[src/rtl/data_memory_ctrl.sv]
// -----------------------------------------------------------------------------
// data_memory_ctrl
//   Word-addressed synchronous data RAM for the CPU load/store stage. Each
//   access goes through a request/Ready handshake and takes a programmable
//   number of wait states. Writes honour per-byte lane enables. Out-of-range
//   addresses and illegal read+write requests complete with an error flag.
//
// Handshake: a request is MemRead|MemWrite seen at a rising edge while the
//   controller can accept (Busy low, or in the final Ready cycle). Inputs are
//   sampled only at that acceptance edge. The access then completes with a
//   single-cycle Ready pulse. Requests seen at other times are dropped, not
//   queued. The CPU must hold off while Busy is high.
//
// Ports
//   Clock     in   rising-edge clock
//   Reset     in   synchronous reset, active-low
//   Adresa    in   word address, sampled at acceptance
//   WriteData in   write data, sampled at acceptance
//   ByteEn    in   byte-lane write enables (bit i covers [8i+7:8i])
//   MemWrite  in   write request
//   MemRead   in   read request
//   ReadData  out  registered read data, held until the next good read
//   Ready     out  one-cycle completion pulse
//   AddrErr   out  error pulse, only ever high together with Ready
//   Busy      out  access in progress
//   DbgState  out  current FSM state (0 IDLE, 1 WAIT, 2 DONE)
// -----------------------------------------------------------------------------
module data_memory_ctrl #(
  parameter int DATA_W      = 16,
  parameter int ADDR_W      = 16,
  parameter int DEPTH       = 256,
  parameter int WAIT_STATES = 1
) (
  input  logic                Clock,
  input  logic                Reset,
  input  logic [ADDR_W-1:0]   Adresa,
  input  logic [DATA_W-1:0]   WriteData,
  input  logic [DATA_W/8-1:0] ByteEn,
  input  logic                MemWrite,
  input  logic                MemRead,
  output logic [DATA_W-1:0]   ReadData,
  output logic                Ready,
  output logic                AddrErr,
  output logic                Busy,
  output logic [1:0]          DbgState
);

  localparam int BE_W  = DATA_W / 8;
  localparam int IDX_W = (DEPTH > 1) ? $clog2(DEPTH) : 1;
  localparam logic [ADDR_W:0] DEPTH_X   = (ADDR_W + 1)'(DEPTH);
  localparam logic [3:0]      WAIT_INIT = 4'(WAIT_STATES);

  typedef enum logic [1:0] {
    S_IDLE = 2'd0,
    S_WAIT = 2'd1,
    S_DONE = 2'd2
  } state_t;

  state_t r_state;
  state_t w_next;

  logic [3:0]        r_cnt;
  logic [IDX_W-1:0]  r_idx;
  logic [DATA_W-1:0] r_wdata;
  logic [BE_W-1:0]   r_be;
  logic              r_rd;
  logic              r_wr;
  logic              r_err;

  logic [DATA_W-1:0] r_mem [DEPTH];

  logic w_req;
  logic w_accept;
  logic w_complete;
  logic w_addr_bad;

  assign w_req = MemRead | MemWrite;

  // The Ready cycle (DONE) also accepts, so back-to-back requests can be
  // spaced WAIT_STATES+2 cycles apart.
  assign w_accept = w_req && ((r_state == S_IDLE) || (r_state == S_DONE));

  // Completion edge: the last WAIT cycle. With zero wait states WAIT still
  // lasts one cycle, which is the RAM access cycle itself.
  assign w_complete = (r_state == S_WAIT) && (r_cnt == 4'd0);

  // Full-width compare: addresses above DEPTH never alias onto the RAM.
  assign w_addr_bad = ({1'b0, Adresa} >= DEPTH_X);

  // ---------------------------------------------------------------- FSM
  always_ff @(posedge Clock) begin
    if (!Reset) begin
      r_state <= S_IDLE;
    end else begin
      r_state <= w_next;
    end
  end

  always_comb begin
    w_next = r_state;
    case (r_state)
      S_IDLE:  if (w_accept) w_next = S_WAIT;
      S_WAIT:  if (w_complete) w_next = S_DONE;
      S_DONE:  w_next = w_accept ? S_WAIT : S_IDLE;
      default: w_next = S_IDLE;
    endcase
  end

  // ---------------------------------------------------- request latches
  always_ff @(posedge Clock) begin
    if (!Reset) begin
      r_cnt   <= 4'd0;
      r_idx   <= '0;
      r_wdata <= '0;
      r_be    <= '0;
      r_rd    <= 1'b0;
      r_wr    <= 1'b0;
      r_err   <= 1'b0;
    end else if (w_accept) begin
      r_cnt   <= WAIT_INIT;
      r_idx   <= Adresa[IDX_W-1:0];
      r_wdata <= WriteData;
      r_be    <= ByteEn;
      r_rd    <= MemRead;
      r_wr    <= MemWrite;
      // Error is decided up front so completion only has to consult one bit.
      r_err   <= w_addr_bad | (MemRead & MemWrite);
    end else if ((r_state == S_WAIT) && (r_cnt != 4'd0)) begin
      r_cnt <= r_cnt - 4'd1;
    end
  end

  // ------------------------------------------------------------ read data
  always_ff @(posedge Clock) begin
    if (!Reset) begin
      ReadData <= '0;
    end else if (w_complete && r_rd && !r_err) begin
      ReadData <= r_mem[r_idx];
    end
  end

  // ----------------------------------------------------------------- RAM
  // Not reset. A reset at the completion edge suppresses the commit.
  always_ff @(posedge Clock) begin
    if (Reset && w_complete && r_wr && !r_err) begin
      for (int i = 0; i < BE_W; i++) begin
        if (r_be[i]) begin
          r_mem[r_idx][8*i +: 8] <= r_wdata[8*i +: 8];
        end
      end
    end
  end

  // ------------------------------------------------------------- outputs
  assign Ready    = (r_state == S_DONE);
  assign AddrErr  = (r_state == S_DONE) && r_err;
  assign Busy     = (r_state != S_IDLE);
  assign DbgState = r_state;

endmodule

[config.mk]
export PLATFORM = sky130hd
export DESIGN_NAME = data_memory_ctrl
export DESIGN_NICKNAME = d
export VERILOG_FILES = /design/src/rtl/data_memory_ctrl.sv
export SDC_FILE = /design/constraint.sdc
export NUM_CORES = 2
export LEC_CHECK = 0
export CAP_MARGIN = 40
export CORE_ASPECT_RATIO = 0.7
export CORE_UTILIZATION = 40
export DETAILED_ROUTE_END_ITERATION = 8
export PLACE_DENSITY = 0.64
export SKIP_LAST_GASP = 1
export SLEW_MARGIN = 20
export SYNTH_ARGS = -nofsm -noshare
export SYNTH_HDL_FRONTEND = slang
export SYNTH_SLANG_ARGS = --single-unit
[constraint.sdc]
create_clock -name Clock -period 8.2 [get_ports Clock]
set_clock_uncertainty 0.05 [all_clocks]
set_input_delay 1.64 -clock Clock [delete_from_list [all_inputs] [get_ports Clock]]
set_output_delay 1.64 -clock Clock [all_outputs]
set_load 0.01 [all_outputs]
==> impl_metrics.toml <==
[status]
outcome = "completed"

[clock_network]
clockBufferDepth = 4
clkTransAtPathRegs_ps = 70
post_cts_buffers = 0
root_buffer = "clkbuf_16"
h-tree-depth = 5
cts.repair.resized = 0
clock_latency_ps = 950
cts_tree = "built"
numCtsBuffers = 372
clock-sinks = 4147
cts_hold_buf = 0

[floorplanning]
die_area_sq_um = 404000
core_area_sq_um = 399000
start_util = 0.402
ios = 59
die_h_um = 532
rows = 194
fp.dieW_um = 759

[drt]
met2_length_um = 193000
wire_per_inst_um = 36.0
num_vias = 83209
via_per_inst = 6.28
dr.pass1.iters = 6
top_layer_used = "met5"
wl_met3_um = 77900
drt_iter0_markers = 14583
wl_met1_um = 192000
drcViolationCount = 0
ant_nets = 0
routed_wl_um = 478000

[timing]
finalSetupViolations = 0
relSlewSlack = 0.168
maxSlewViolCount = 0
tns_ps = 0
period_needed_ps = 4920
layout_worst_path_cycle_share = 0.600
holdWs_ps = 431
fmax_mhz = 203
finalHoldViolCount = 0
worstMarginPinSlew_ps = 1250
rsz0062_at_grt = "no"

[finish]
seq_area_sq_um = 124000
multiInputGateArea_sq_um = 34600
fin_nets = 7676
num-fill-cells = 32439
drive_gt1_frac = 0.250
area_growth_syn_to_layout_pct = 12.7
stdcell_area_sq_um = 181000

[place]
place.gp.congestion = 0.892
hpwl_um = 293000
port_buffers = 58
place_area_sq_um = 168000

[grt]
grt_usage = 0.232
antenna_found_initial = 38
grt_pass1_vias = 78404
grt_max_degree = 154
grt_pass1_wl_um = 661000
grt_remaining_overflow = 0

[power_and_ir_drop]
power_uw = 44600
power_leakage_uw = 0.0539
p_per_area_nw_per_um2 = 247
ir_drop_uv = 198

[synth]
yosys.cell_types.count = 67
synthCells = 7415
synth_commonest_cells = "edfxtp_1, mux4_2, nor2_1, mux2i_1, nand2_1"
synthFlopType = "edfxtp_1"
ys_ff_latch = 4147
mappedNetlistArea_sq_um = 161000
synth-seq-area-share = 0.772
syn_avg_cell_area_sq_um = 21.7
synth_nets = 7454
synth_top_area_cell = "edfxtp_1"
synth_top_cell_area_share = 0.766
synth_edf_count = 4096
netlist_top_cells_area = "edfxtp_1, mux4_2, mux2i_1"
async_reset_ff_frac = 0
synth_most_common_cell = "edfxtp_1"
synth_warnings = 0

[setup_path]
rrSetupSlack_ps = 3280
path_cells = "buf_16 > buf_12 > buf_4 > mux4_2 > mux2i_1 > nor3_1 > nor4_1 > and4b_1 > a21oi_1"
worstPathMaxFanout = 73
crit_slowest_cell = "nor4_1"
slowest_delay_ps = 870
end_kind = "flip-flop"
worstSetupPathType = "flip-flop to flip-flop"
rr_worst_depth = 9
required_ps = 8940
arrival_ps = 5660
rr_endpoint = "ReadData[12]"
start_kind = "flip-flop"
regToRegStartpoint = "r_idx[0]"

[hold_path]
min_from = "r_be[1]"
whs_endpoint = "r_be[1]"
worst_hold_path_type = "flip-flop to flip-flop"
min_path_cells = 2

[job]
maxCapViolCount = 0
[per-layer routing]
metal  GRT usage  vias to the layer above
met5           0                        -
met4      0.0638                        8
met3      0.0966                      728
met2       0.304                     6982
met1       0.351                    44016
li1            -                    31475
[critical path: cells and delay by family, from the launching register on]
kind,cells,cell delay (ps)
AND/OR/NAND/NOR,3,1410
buffers and inverters,3,1330
flip-flops,1,550
AO/OA/AOI/OAI,1,80
multiplexers,2,1030
[cell families (layout without fill, tap and decap cells)]
kind of cell / after synthesis / after routing / share of synthesized area
flip-flops: 4147 / 4147 / 0.772
other: 0 / 20 / 0
adder cells (fa/ha/maj): 1 / 1 / 0.0000779
XOR/XNOR: 4 / 4 / 0.000218
AO/OA/AOI/OAI: 495 / 495 / 0.0210
buffers and inverters: 464 / 991 / 0.0146
AND/OR/NAND/NOR: 923 / 923 / 0.0240
multiplexers: 1381 / 1381 / 0.168
[report_power, final]
group	internal, uW	total [uW]	switching [uW]
Clock	9940	17800	7860
Combinational	1090	3250	2160
Sequential	23400	23600	137
Total	34500	44600	10200
[cell usage in the layout (no fill, tap or decap), drive strengths merged, types with 13 or more instances in the layout]
cell / Yosys / routed
mux2: 65 / 65
diode: 0 / 20
nor2: 575 / 575
edfxtp: 4096 / 4096
mux2i: 271 / 271
nand3: 40 / 40
nor3: 16 / 16
mux4: 1045 / 1045
a22oi: 90 / 90
o211ai: 13 / 13
a211oi: 17 / 17
nand2: 184 / 184
o21ai: 78 / 78
clkbuf: 166 / 453
a21oi: 76 / 76
buf: 291 / 243
o22ai: 47 / 47
a21boi: 29 / 29
clkinv: 0 / 162
a22o: 21 / 21
bufinv: 0 / 42
clkdlybuf4s50: 0 / 57
dfxtp: 51 / 51
a31oi: 25 / 25
inv: 7 / 13
and2: 13 / 13
a221oi: 19 / 19
nor2b: 23 / 23
clkinvlp: 0 / 21
o221ai: 23 / 23
[worst max-delay path by stage]
stage          startpoint            end  slack [ps]  cells after the start
2_1_floorplan  r_wdata[0]    r_mem[0][0]        3900                      0
3_3_place_gp     r_idx[0]   ReadData[15]        2820                      8
3_5_place_dp        Reset  r_mem[102][4]        3120                      8
4_1_cts          r_idx[0]   ReadData[12]        3400                      9
5_1_grt          r_idx[0]   ReadData[12]        3270                      9
6_report         r_idx[0]   ReadData[12]        3280                      9
[sequential cells by signal, summed over array words and instances (netlist names)]
register  cells
r_mem      4096
r_cnt         4
r_be          2
r_err         1
r_wdata      16
ReadData     16
DbgState      2
r_rd          1
r_wr          1
r_idx         8
[layout make-up]
| type | count | area share |
|---|---|---|
| timing repair buffer | 305 | 0.0188 |
| sequential | 4147 | 0.686 |
| inverter | 7 | 0.000214 |
| clock buffer | 448 | 0.0546 |
| tap | 5292 | 0.0366 |
| antenna | 20 | 0.000276 |
| clock inverter | 231 | 0.0126 |
| multi-input combinational | 2804 | 0.191 |
[through the flow]
step / util / setup slack [ps] / std cells
final: 0.453 / 3280 / 13254
after global routing: 0.453 / 3270 / 13234
after CTS: 0.452 / 3400 / 13207
after detailed placement: 0.422 / 3120 / 12528
after global placement: 0.420 / 2820 / 12483
after floorplan: - / 3900 / 7415
Note: power is estimated with default switching activity, not from simulation.
